--- src/rtl/kf8259_interrupt_sequencer.sv ---
// KF8259 interrupt sequencer: priority resolution, in-service tracking,
// the two-pulse 8086 INTA cycle and EOI / rotation handling.
module kf8259_interrupt_sequencer #(
    parameter logic [2:0] SPURIOUS_LEVEL = 3'd7
) (
    input  logic       clock,
    input  logic       reset,
    input  logic [7:0] interrupt_request_register,
    input  logic [7:0] interrupt_mask,
    input  logic       interrupt_acknowledge,
    input  logic [4:0] vector_base,
    input  logic       auto_eoi_config,
    input  logic       non_specific_eoi,
    input  logic       specific_eoi,
    input  logic [2:0] eoi_level,
    input  logic       rotate_on_eoi,
    output logic       interrupt,
    output logic       freeze,
    output logic [7:0] clear_interrupt_request,
    output logic [7:0] in_service_register,
    output logic [7:0] vector_data,
    output logic       vector_enable
);

    localparam int unsigned LVL_W = 3;
    localparam int unsigned IRQ_W = 8;

    typedef enum logic [1:0] {
        IDLE  = 2'd0,
        ACK1  = 2'd1,
        WAIT2 = 2'd2,
        ACK2  = 2'd3
    } state_t;

    state_t             state_q, state_d;
    logic [LVL_W-1:0]   lp_q, lp_d;
    logic [LVL_W-1:0]   sel_q, sel_d;
    logic               spur_q, spur_d;
    logic [IRQ_W-1:0]   isr_q, isr_d;
    logic [IRQ_W-1:0]   clr_q, clr_d;
    logic [IRQ_W-1:0]   vdata_q, vdata_d;
    logic               venable_q, venable_d;
    logic               freeze_q, freeze_d;
    logic               int_q, int_d;
    logic               ack_prev_q;

    logic               ack_rise;
    logic               ack_fall;
    logic [IRQ_W-1:0]   set_mask;
    logic [IRQ_W-1:0]   auto_clr;
    logic [IRQ_W-1:0]   eoi_clr;
    logic [LVL_W:0]     cand_res;
    logic [LVL_W:0]     top_res;
    logic               cand_valid;
    logic [LVL_W-1:0]   cand;
    logic [LVL_W-1:0]   isr_top;

    // Highest-priority set bit, scanning downward so the last hit is the winner.
    function automatic logic [LVL_W:0] find_top(input logic [IRQ_W-1:0] bits,
                                                input logic [LVL_W-1:0] lowest);
        logic [LVL_W:0]   res;
        logic [LVL_W-1:0] lvl;
        res = '0;
        for (int k = IRQ_W; k >= 1; k--) begin
            lvl = lowest + LVL_W'(k);
            if (bits[lvl]) res = {1'b1, lvl};
        end
        return res;
    endfunction

    assign ack_rise   = interrupt_acknowledge & ~ack_prev_q;
    assign ack_fall   = ~interrupt_acknowledge & ack_prev_q;
    assign cand_res   = find_top(interrupt_request_register & ~interrupt_mask, lp_q);
    assign top_res    = find_top(isr_q, lp_q);
    assign cand_valid = cand_res[LVL_W];
    assign cand       = cand_res[LVL_W-1:0];
    assign isr_top    = top_res[LVL_W-1:0];

    always_ff @(posedge clock) begin
        if (reset) begin
            state_q    <= IDLE;
            lp_q       <= 3'd7;
            sel_q      <= '0;
            spur_q     <= 1'b0;
            isr_q      <= '0;
            clr_q      <= '0;
            vdata_q    <= '0;
            venable_q  <= 1'b0;
            freeze_q   <= 1'b0;
            int_q      <= 1'b0;
            ack_prev_q <= 1'b0;
        end else begin
            state_q    <= state_d;
            lp_q       <= lp_d;
            sel_q      <= sel_d;
            spur_q     <= spur_d;
            isr_q      <= isr_d;
            clr_q      <= clr_d;
            vdata_q    <= vdata_d;
            venable_q  <= venable_d;
            freeze_q   <= freeze_d;
            int_q      <= int_d;
            ack_prev_q <= interrupt_acknowledge;
        end
    end

    always_comb begin
        state_d  = state_q;
        sel_d    = sel_q;
        spur_d   = spur_q;
        lp_d     = lp_q;
        set_mask = '0;
        auto_clr = '0;
        eoi_clr  = '0;

        case (state_q)
            IDLE: begin
                if (ack_rise) begin
                    state_d = ACK1;
                    if (cand_valid) begin
                        sel_d    = cand;
                        spur_d   = 1'b0;
                        set_mask = IRQ_W'(1) << cand;
                    end else begin
                        sel_d  = SPURIOUS_LEVEL;
                        spur_d = 1'b1;
                    end
                end
            end
            ACK1:  if (ack_fall) state_d = WAIT2;
            WAIT2: if (ack_rise) state_d = ACK2;
            ACK2: begin
                if (ack_fall) begin
                    state_d = IDLE;
                    if (auto_eoi_config && !spur_q) auto_clr = IRQ_W'(1) << sel_q;
                end
            end
            default: state_d = IDLE;
        endcase

        // Specific EOI takes precedence over non-specific in the same cycle.
        if (specific_eoi) begin
            eoi_clr = IRQ_W'(1) << eoi_level;
            if (rotate_on_eoi) lp_d = eoi_level;
        end else if (non_specific_eoi && (isr_q != '0)) begin
            eoi_clr = IRQ_W'(1) << isr_top;
            if (rotate_on_eoi) lp_d = isr_top;
        end

        isr_d     = (isr_q & ~eoi_clr & ~auto_clr) | set_mask;
        clr_d     = set_mask;
        freeze_d  = (state_d != IDLE);
        venable_d = (state_d == ACK2);
        vdata_d   = venable_d ? {vector_base, sel_d} : '0;
        // Fully nested: only a strictly higher-priority request interrupts service.
        int_d     = (state_d == IDLE) && cand_valid &&
                    ((isr_q == '0) || ((cand - lp_q - 3'd1) < (isr_top - lp_q - 3'd1)));
    end

    assign interrupt               = int_q;
    assign freeze                  = freeze_q;
    assign clear_interrupt_request = clr_q;
    assign in_service_register     = isr_q;
    assign vector_data             = vdata_q;
    assign vector_enable           = venable_q;

endmodule

--- config.mk ---
export PLATFORM = sky130hd
export DESIGN_NAME = kf8259_interrupt_sequencer
export DESIGN_NICKNAME = d
export VERILOG_FILES = /design/src/rtl/kf8259_interrupt_sequencer.sv
export SDC_FILE = /design/constraint.sdc
export NUM_CORES = 1
export LEC_CHECK = 0
export BUFFER_PORTS_ARGS = -buffer_cell sky130_fd_sc_hd__buf_4
export CAP_MARGIN = 20
export CELL_PAD_IN_SITES_DETAIL_PLACEMENT = 1
export CELL_PAD_IN_SITES_GLOBAL_PLACEMENT = 1
export CORE_ASPECT_RATIO = 0.75
export CORE_MARGIN = 5
export CORE_UTILIZATION = 38
export CTS_CLUSTER_DIAMETER = 60
export DETAILED_ROUTE_END_ITERATION = 7
export PLACE_DENSITY_LB_ADDON = 0.1
export SLEW_MARGIN = 20
export SYNTH_ARGS = -nofsm -noshare
export SYNTH_HDL_FRONTEND = slang
export SYNTH_SLANG_ARGS = --single-unit
export TNS_END_PERCENT = 1
--- constraint.sdc ---
create_clock -name clock -period 6.5 [get_ports clock]
set_clock_uncertainty 0.05 [all_clocks]
set_input_delay 1.3 -clock clock [delete_from_list [all_inputs] [get_ports clock]]
set_output_delay 1.3 -clock clock [all_outputs]
set_load 0.005 [all_outputs]
* Word level (Yosys, flattened, before mapping)
Index checks and enable logic that the tools add are counted.
Word-level totals: register bits 37, input bits 31, output and inout port bits 27, word-level logic and storage cells 135
Cells by class: add/subtract/negate cells 11, $lt $le $gt $ge 9, equal/unequal tests 4, shift-type cells 4, mux-type cells 69, bitwise gates (word level) 12, reduce and logical (&&, ||, !) cells 15
Operator list (number):
- 8-bit 2-to-1 mux | 8
- 1-bit binary-select mux with 3-bit select | 16
- 3-bit 2-to-1 mux | 15
- 3-bit by 4-bit less-than comparator with 1-bit output, second input constant | 8
- 4-bit 2-to-1 mux | 8
- 1-bit by 3-bit left shift with 8-bit output, first input constant | 4
- 8-bit bitwise AND | 3
- 8-bit inverter | 3
- 1-bit 2-to-1 mux | 17
- 3-bit adder, second input constant | 4
- 8-bit logical NOT | 1
- 2-bit 2-to-1 mux | 4
- 8-bit bitwise OR | 1
- 2-bit case mux with 4 select lines | 1
- 8-bit nonzero test | 1
- 3-bit by 2-bit adder with 3-bit output, second input constant | 2
- 2-bit equality test, second input constant | 3
- 3-bit by 1-bit subtractor with 3-bit output, second input constant | 2
- 3-bit subtractor | 2
- 1-bit logical AND | 4
- 2-bit logical NOT | 2
- 2-bit AND reduction | 2
- 2-bit nonzero test | 2
- 3-bit by 1-bit adder with 3-bit output, second input constant | 1
- 7 further kinds | 10

* Depth between registers and ports, before layout
Gate-level depths: netlist of run 1.
depth in word-level cells 17, mapped depth 18, depth with buffers taken out 15

* Worst setup path before layout of run 1
Ideal clock, no wire load.
path type register to register, start register lp_q[1], end register int_q (netlist: interrupt), setup time 0.115 ns, data arrival time 4.536 ns, required time 6.335 ns, setup slack 1.799 ns, stages on the path, launching flop included 19, buffers on the path 4, clock period less this slack 4.701 ns, path through dfxtp_1 buf_2 buf_2 clkinv_1 ha_1 buf_2 mux4_2 mux2_1 nor3_1 o21ai_1 and3_1 buf_2 ha_1 fa_1 inv_1 ha_1 a21o_1 a21o_1 a2111oi_0
On the way: word-level cells in the longest chain between the ends 15, elaborated cells between the ends (all ways) 63, those cells by class 11 x add/sub; 1 x order compare; 48 x mux; 3 x reduce/logical
Ends and longest elaborated chain:
- from (decl) | line 36 | logic [LVL_W-1:0] lp_q, lp_d;
- from (signal assigned) | line 94 | lp_q <= lp_d;
- 3-bit adder / 1-bit binary-select mux with 3-bit select (equally long branches) | line 65, 66
- 1-bit binary-select mux with 3-bit select / 1-bit 2-to-1 mux (equally long branches) | line 66 | if (bits[lvl]) res = {1'b1, lvl};
- 1-bit 2-to-1 mux (not written as such) (tied with other cells) | line 66
- 4-bit 2-to-1 mux / 3-bit 2-to-1 mux (equally long branches) (7 in series) | line 66
- 3-bit subtractor | line 157 | ((isr_q == '0) || ((cand - lp_q - 3'd1) < (isr_top - lp_q - 3'd1)));
- 3-bit by 1-bit subtractor with 3-bit output | line 157
- 3-bit less-than comparator | line 157
- 1-bit logical OR | line 157
- 1-bit logical AND (*) | line 156 | int_d = (state_d == IDLE) && cand_valid &&
- to (signal assigned) | line 102 | int_q <= int_d;
- to (decl) | line 44 | logic int_q, int_d;
Mark *: on every way between the ends. The rest lies on a longest branch, timed or not. The select of a mux whose other input is x is not followed. A chain may end at the register's enable or synchronous reset.

* Worst setup path in the final report of run 1
start register lp_q[0], end register int_q (netlist: interrupt)
Same word-level chain as after synthesis.

==> flow_summary_export.csv, run 1 <==
group,metric,value,unit
status,status,"finished clean",
setup_path,critPathLaunch,"lp_q[0]",
finish,nets,491,
power,power.density,353,nW/µm²
setup_path,slowest_delay,0.64,ns
finish,utilization,0.461,
setup_path,r2r-start,"lp_q[0]",
hold_path,min_path_cells,2,
sta,tightest_slew,0.754,ns
hold_path,min_path_type,"reg -> reg",
finish,antenna_cells,0,
global_route,grt_max_degree,34,
hold_path,min_from,"spur_q",
sta,period_minus_slack,4.99,ns
place,hpwlAfterDp,9160,µm
synthesis,yosysSeqAreaShare,0.195,
clock_tree,cts_made_buffers,5,
power,leakage,1.79,nW
clock_tree,cts-root-buf,"clkbuf_16",
floorplan,rows,31,
detailed_routing,wl_per_cell,20.9,µm
floorplan,die_x,126,µm
setup_path,critPathLaunchType,"register",
sta,fin_crit_sh,0.768,
floorplan,io_pins,58,
global_route,grt_overflow,0,
detailed_routing,drtIter0Drc,218,
place,portBuffers,57,
clock_tree,clkSlewWorstSetupHoldPaths,0.06,ns
place,place_ws,1.41,ns
setup_path,slowest_stage,"xor2_2",
synthesis,syn_nets,445,
synthesis,synth.distinct_cells,74,
floorplan,dieArea,12100,µm²
synthesis,synth_ff_type,"dfxtp_1",
global_route,grt_pass1_vias,3644,
setup_path,path_common_cell,"ha_1",
place,routabilityCongestion,0.856,
detailed_routing,vias,3544,
synthesis,synthArstFlopShare,0,
detailed_routing,routed_wl,12200,µm
clock_tree,cts_tree,"done",
synthesis,netlist_area,3800,µm²
setup_path,crit_arrival,5.11,ns
sta,slew_viol_final,0,
clock_tree,htreeDepth,2,
setup_path,cp_max_fo,33,
setup_path,r2r-end,"interrupt",
hold_path,min_to,"spur_q",
sta,hold_viol,0,
setup_path,crit_chain,"buf_4, ha_1, xor2_2, mux4_2, mux2i_1, o21ai_0, a31oi_1, nor3_2, ha_1, fa_1, xnor2_1, xnor2_1, ha_1, a21o_1, a2111oi_0",
detailed_routing,drc,0,
global_route,grt_pass1_wl,19900,µm
synthesis,ys_seq_elements,37,
sta,slew-limit-headroom,0.497,
floorplan,fp.coreArea,9700,µm²
sta,rsz0062_at_grt,"no",
clock_tree,post_cts.repair.setup_buffers,0,
setup_path,reg2reg_depth,15,
power,vdd_drop_max,0.150,mV
clock_tree,hold_buffers,0,
finish,layout-drive-gt1-share,0.276,
global_route,grt_antenna_before_repair,0,
clock_tree,clockBufferDepth,2,
clock_tree,cts.sinks,37,
setup_path,crit_type,"reg -> reg",
sta,fin_tns_setup,0,ns
clock_tree,clk_latency,0.28,ns
global_route,track_usage,0.199,
synthesis,syn_area_per_cell,9.37,µm²
floorplan,fp.dieH,96.6,µm
detailed_routing,ant_nets,0,
floorplan,start_util,0.392,
job,maxCapViolCount,0,
synthesis,synth_edf_count,0,
detailed_routing,vias_per_cell,6.06,
setup_path,worstPathRequired,6.62,ns
place,placed_area,4300,µm²
finish,area_growth,17.6,%
sta,setup_ws,1.51,ns
synthesis,synthCells,406,
clock_tree,cts-resized-gates,0,
setup_path,rrSetupSlack,1.51,ns
sta,finalSetupViolCount,0,
detailed_routing,dr.pass1.iters,4,
power,finalPower,1.58,mW
setup_path,end_kind,"register",
sta,max_freq,200,MHz
finish,fin_area,4470,µm²
synthesis,ys_warn_count,0,
placed cells by master (no fill, tap or decap), types with 3 or more instances in the layout:
cell and instances:
buf_4 64, dfxtp_1 37, nand2_1 31, mux4_2 29, nor2_1 28, mux2i_1 18
nor2b_1 17, a21oi_1 14, inv_1 13, nand2b_1 13, nand3_1 12, and3_1 11
o21ai_0 11, nor3_1 8, o211ai_1 7, o221ai_1 6, o21ai_1 6, and2_1 6
o22ai_1 6, ha_1 6, a31oi_1 5, a21o_1 5, nand3b_1 5, clkbuf_16 5
mux4_1 4, mux2_2 4, xnor2_1 4, o2111ai_1 4, nor3b_1 4, a221oi_1 4
a211o_1 3, and3b_1 3, a211oi_1 3, xor2_1 3, nor4_1 3
registers in the layout, summed over array words and instances (netlist names), 2 cells and up:
signal,flops
sel_q,3
clear_interrupt_request,8
lp_q,3
in_service_register,8
vector_data,8
state_q,2
logic make-up after synthesis:
family	count (synthesis)	share of synthesized area
fa+ha+maj	9	0.0329
compound gates	94	0.179
simple gates	156	0.227
buf+inv	41	0.0559
flops	37	0.195
xor+xnor	11	0.0362
mux	58	0.273
critical path: cells and delay by family (launching register included):
kind | cells | cell delay [ns]
XOR/XNOR | 3 | 0.95
AO/OA/AOI/OAI | 4 | 0.93
buffers and inverters | 1 | 0.41
flip-flops | 1 | 0.30
adder cells (fa/ha/maj) | 4 | 1.32
AND/OR/NAND/NOR | 1 | 0.12
multiplexers | 2 | 0.77
Yosys cell counts (all sizes together) (6+ instances only):
cell type,number,area (µm²)
a221oi,6,65.1
buf,20,134
nor2b,17,106
inv,14,52.6
nor2,29,111
nand3,12,60.1
and2,6,37.5
ha,6,75.1
nor3,9,50.1
nand2,31,116
o21ai,17,85.1
mux2i,20,225
o22ai,6,37.5
and3,12,80.1
xnor2,6,78.8
mux4,33,758
a21oi,15,78.8
nand2b,13,81.3
dfxtp,37,741
o211ai,8,65.1
o221ai,6,52.6
metal layers:
metal | vias to the layer above | wire, µm | global-route usage
met5 | - | 0 | 0
met4 | 0 | 68 | 0.0383
met3 | 6 | 675 | 0.0336
met2 | 99 | 5360 | 0.296
met1 | 1781 | 6130 | 0.303
li1 | 1658 | - | -
where the power goes:
part,total [mW],internal [mW],leakage (nW),switching [mW]
combinational,0.987,0.432,1.41,0.556
clock,0.288,0.191,0.0831,0.0966
sequential,0.302,0.254,0.301,0.0480
layout make-up:
| cell class | instances | area [µm²] |
|---|---|---|
| Tap cell | 132 | 165 |
| Clock inverter | 2 | 37.5 |
| Fill cell | 1131 | 5230 |
| Multi-Input combinational cell | 328 | 2850 |
| Timing Repair Buffer | 64 | 480 |
| Clock buffer | 6 | 139 |
| Inverter | 16 | 60.1 |
| Sequential cell | 37 | 741 |
worst max path at each step:
stage	endpoint	slack [ns]	depth (start not counted)
global route	interrupt	1.19	15
floorplan	interrupt	1.80	18
detailed placement	interrupt	1.41	13
finish	interrupt	1.51	15
global placement	interrupt	1.52	13
CTS	interrupt	1.48	15
per-stage QoR:
step / std cells / hold slack, ns
3_3_place_gp: 577 / 0.436
5_1_grt: 585 / 0.516
4_1_cts: 585 / 0.451
6_report: 585 / 0.454
2_1_floorplan: 406 / 0.412
3_5_place_dp: 577 / 0.434
Note: power is estimated with default switching activity, not from simulation.
==> run 2: changes to the inputs <==
==> constraint.sdc (replaced) <==
create_clock -name clock -period 4.6 [get_ports clock]
set_clock_uncertainty 0.05 [all_clocks]
set_input_delay 0.92 -clock clock [delete_from_list [all_inputs] [get_ports clock]]
set_output_delay 0.92 -clock clock [all_outputs]
set_load 0.005 [all_outputs]
==> flow_summary_export.csv, run 2 (synthesized netlist as in run 1, its figures left out) <==
group,metric,value,unit
setup_path,cp_max_fo,14,
clock_tree,cts_made_buffers,5,
sta,fin_crit_sh,0.941,
finish,utilization,0.473,
setup_path,crit_type,"reg -> reg",
floorplan,fp.dieH,96.6,µm
detailed_routing,wl_per_cell,20.8,µm
floorplan,dieArea,12100,µm²
finish,nets,506,
global_route,track_usage,0.203,
sta,tightest_slew,0.673,ns
place,routabilityCongestion,0.896,
setup_path,end_kind,"register",
detailed_routing,drc,0,
hold_path,min_path_type,"reg -> reg",
clock_tree,clk_latency,0.28,ns
setup_path,crit_arrival,4.45,ns
finish,antenna_cells,0,
detailed_routing,routed_wl,12500,µm
sta,finalSetupViolCount,0,
floorplan,start_util,0.392,
setup_path,worstPathRequired,4.72,ns
power,power.density,498,nW/µm²
sta,hold_viol,0,
finish,layout-drive-gt1-share,0.303,
global_route,grt_pass1_wl,20100,µm
detailed_routing,vias,3642,
global_route,grt_overflow,0,
clock_tree,cts.sinks,37,
finish,nFillCells,1142,
floorplan,rows,31,
sta,fin_tns_setup,0,ns
setup_path,critPathLaunchType,"register",
sta,rsz0062_at_grt,"no",
sta,period_minus_slack,4.33,ns
global_route,grt_pass1_vias,3722,
detailed_routing,ant_nets,0,
clock_tree,cts_tree,"done",
floorplan,fp.coreArea,9700,µm²
power,vdd_drop_max,0.198,mV
finish,mostFrequentLayoutCells,"78 x buf_4, 37 x dfxtp_1, 31 x nand2_1",
floorplan,io_pins,58,
detailed_routing,drtIter0Drc,262,
floorplan,die_x,126,µm
global_route,grt_antenna_before_repair,0,
job,maxCapViolCount,0,
detailed_routing,dr.pass1.iters,5,
finish,area_growth,20.6,%
finish,final_common_cell,"buf_4",
power,leakage,1.87,nW
clock_tree,clockBufferDepth,2,
sta,slew_viol_final,0,
global_route,grt_max_degree,32,
place,portBuffers,57,
clock_tree,htreeDepth,2,
clock_tree,clkSlewWorstSetupHoldPaths,0.06,ns
sta,slew-limit-headroom,0.548,
detailed_routing,vias_per_cell,6.07,
status,status,"finished clean",
place,hpwlAfterDp,9590,µm
sta,max_freq,231,MHz
clock_tree,cts-root-buf,"clkbuf_16",
## run 2: critical path: stages, from the launching register on
cell and delay [ns]:
dfxtp_1 0.40, clkinv_2 0.08, ha_1 0.39, buf_4 0.25, inv_1 0.27, buf_4 0.27, mux4_2 0.37, a221oi_2 0.29
a2bb2o_1 0.33, o211ai_2 0.17, o211ai_1 0.15, and3_4 0.27, xnor2_1 0.14, ha_1 0.30, a21o_1 0.16, a2111oi_0 0.35
## run 2: metal layers
layer | GRT usage | vias to the layer above | share of wire
met3 | 0.0479 | 8 | 0.075
met4 | 0.0300 | 0 | 0.0073
met2 | 0.305 | 134 | 0.44
met1 | 0.301 | 1812 | 0.47
li1 | - | 1688 | -
met5 | 0 | - | 0
## run 2: layout make-up
cell class                      instances  area (µm²)  area share
Clock buffer                            6         139      0.0303
Tap cell                              132         165      0.0360
Sequential cell                        37         741       0.161
Inverter                               16        61.3      0.0134
Multi-Input combinational cell        328        2860       0.624
Timing Repair Buffer                   79         606       0.132
Clock inverter                          2        13.8     0.00300
## run 2: path summary, 6_finish.rpt
check,slack [ns],endpoint,cells after the start,startpoint
worst max-delay path,0.27,interrupt,15,lp_q[1]
worst min-delay path,0.48,spur_q,2,spur_q
worst max register to register,0.27,interrupt,15,lp_q[1]
worst min register to register,0.48,spur_q,2,spur_q
## run 2: per-stage QoR
step                cells  cell area [µm²]  hold slack [ns]  setup WS, ns  power, mW
floorplan             406             3800            0.412        0.0640       1.48
global placement      592             4420            0.429         0.218       1.91
detailed placement    592             4420            0.441         0.113       1.92
CTS                   600             4570            0.491         0.232       2.29
global route          600             4590            0.521      0.000367       2.45
finish                600             4590            0.482         0.271       2.29
## run 2: repair_timing
item / 4_1_cts / 5_1_grt
endpoints found under the setup margin: 0 / 1
buffers inserted: 0 / 0
hold buffers: 0 / 0
resized for setup: 0 / 2
## run 2: report_power, final
part | total, mW | internal (mW) | switching, mW
registers | 0.421 | 0.359 | 0.0625
logic | 1.52 | 0.691 | 0.827
clock network | 0.347 | 0.215 | 0.132
==> run 3: changes to the inputs <==
--- a/config.mk
+++ b/config.mk
@@ -11,7 +11,7 @@
 export CELL_PAD_IN_SITES_GLOBAL_PLACEMENT = 1
 export CORE_ASPECT_RATIO = 0.75
 export CORE_MARGIN = 5
-export CORE_UTILIZATION = 38
+export CORE_UTILIZATION = 45
 export CTS_CLUSTER_DIAMETER = 60
 export DETAILED_ROUTE_END_ITERATION = 7
 export PLACE_DENSITY_LB_ADDON = 0.1
==> flow_summary_export.csv, run 3 (synthesized netlist as in run 1, its figures left out) <==
group,metric,value,unit
global_route,grt_pass1_wl,20600,µm
setup_path,r2r-start,"lp_q[0]",
clock_tree,cts_made_buffers,5,
place,portBuffers,57,
clock_tree,htreeDepth,2,
sta,hold_viol,0,
setup_path,slowest_delay,0.45,ns
sta,finalSetupViolCount,0,
finish,mostFrequentLayoutCells,"79 x buf_4, 36 x dfxtp_1, 31 x nand2_1",
power,power.density,514,nW/µm²
finish,seq_area,742,µm²
place,routabilityCongestion,0.900,
floorplan,dieArea,10400,µm²
hold_path,min_to,"spur_q",
setup_path,crit_chain,"buf_4, nor2b_1, mux4_2, mux2i_1, or3b_2, o211ai_1, nor3_2, ha_1, fa_1, xnor2_1, xnor2_1, ha_1, a21o_1, a2111oi_1",
setup_path,reg2reg_depth,14,
floorplan,rows,29,
place,hpwlAfterDp,9890,µm
setup_path,end_kind,"register",
clock_tree,cts.sinks,37,
clock_tree,cts_tree,"done",
setup_path,r2r-end,"interrupt",
setup_path,worstPathRequired,4.72,ns
global_route,grt_antenna_before_repair,0,
sta,tightest_slew,0.630,ns
global_route,grt_max_degree,26,
global_route,grt_pass1_vias,3751,
global_route,grt_overflow,0,
detailed_routing,drc,0,
finish,fin_area,4590,µm²
detailed_routing,drtIter0Drc,355,
detailed_routing,vias_per_cell,6.49,
finish,final_common_cell,"buf_4",
sta,rsz0062_at_grt,"no",
finish,nFillCells,979,
power,finalPower,2.36,mW
hold_path,min_path_type,"reg -> reg",
sta,period_minus_slack,4.32,ns
finish,instances_no_fill,577,
clock_tree,hold_buffers,0,
floorplan,fp.dieH,89.6,µm
place,placed_area,4360,µm²
finish,multi_input_area,2870,µm²
clock_tree,clockBufferDepth,2,
job,maxCapViolCount,0,
sta,fin_crit_sh,0.939,
clock_tree,clk_latency,0.29,ns
global_route,track_usage,0.256,
finish,nets,507,
clock_tree,cts-root-buf,"clkbuf_16",
detailed_routing,dr.pass1.iters,5,
sta,max_freq,232,MHz
hold_path,min_from,"spur_q",
setup_path,crit_type,"in -> reg",
setup_path,crit_arrival,4.44,ns
floorplan,die_x,116,µm
floorplan,fp.coreArea,8350,µm²
setup_path,slowest_stage,"or3b_2",
setup_path,critPathLaunch,"interrupt_mask[4]",
setup_path,critPathLaunchType,"input pin",
sta,slew-limit-headroom,0.576,
clock_tree,clkSlewWorstSetupHoldPaths,0.06,ns
setup_path,cp_max_fo,7,
detailed_routing,vias,3747,
sta,slew_viol_final,0,
floorplan,start_util,0.456,
finish,layout-drive-gt1-share,0.318,
power,leakage,1.87,nW
hold_path,min_path_cells,2,
floorplan,io_pins,58,
detailed_routing,wl_per_cell,22.6,µm
finish,antenna_cells,0,
power,vdd_drop_max,0.242,mV
detailed_routing,ant_nets,0,
setup_path,rrSetupSlack,0.29,ns
sta,fin_tns_setup,0,ns
status,status,"finished clean",
finish,area_growth,20.7,%
detailed_routing,routed_wl,13000,µm
place,dpl.cell_count,566,
==> run 3: timing repair <==
action | CTS | global route
gates resized for setup | 0 | 9
setup buffers | 0 | 3
setup endpoints to repair | 0 | 1
==> run 3: worst max path at each step <==
stage / endpoint / depth (start not counted)
after floorplan: interrupt / 18
after global routing: interrupt / 14
after detailed placement: interrupt / 14
after CTS: interrupt / 14
after global placement: interrupt / 14
final: interrupt / 14
==> run 3: layer usage <==
| metal | global-route usage | share of wire | up-vias | wire length [µm] |
|---|---|---|---|---|
| li1 | - | - | 1690 | - |
| met1 | 0.364 | 0.45 | 1879 | 5850 |
| met2 | 0.404 | 0.46 | 155 | 6040 |
| met3 | 0.0502 | 0.071 | 23 | 932 |
| met4 | 0.0664 | 0.017 | 0 | 227 |
| met5 | 0 | 0 | - | 0 |
==> run 3: report_power, final <==
group / internal (mW) / leakage, nW / switching, mW
Sequential: 0.359 / 0.301 / 0.0666
Clock: 0.232 / 0.0805 / 0.139
Combinational: 0.710 / 1.49 / 0.853
Total: 1.30 / 1.87 / 1.06
==> run 3: final cells by class <==
class | count | area share
clock buffer | 7 | 0.0333
sequential | 37 | 0.162
inverter | 16 | 0.0142
multi-input combinational | 328 | 0.626
tap | 108 | 0.0294
clock inverter | 1 | 0.00191
timing repair buffer | 80 | 0.134
==> run 3: per-stage QoR <==
stage               worst slack, ns  hold slack [ns]   util
CTS                           0.107            0.477  0.542
finish                        0.281            0.478  0.550
detailed placement          -0.0489            0.446  0.523
global route                 0.0244            0.526  0.550
floorplan                    0.0640            0.412      -
global placement              0.192            0.432  0.523
==> run 3: critical path, delay by kind of cell <==
family | cells | cell delay, ns
muxes | 2 | 0.55
buffers and inverters | 1 | 0.12
adders and majority gates | 3 | 0.88
and+or+nand+nor | 3 | 0.95
AOI/OAI and AO/OA | 3 | 0.65
xor gates and xnor gates | 2 | 0.37
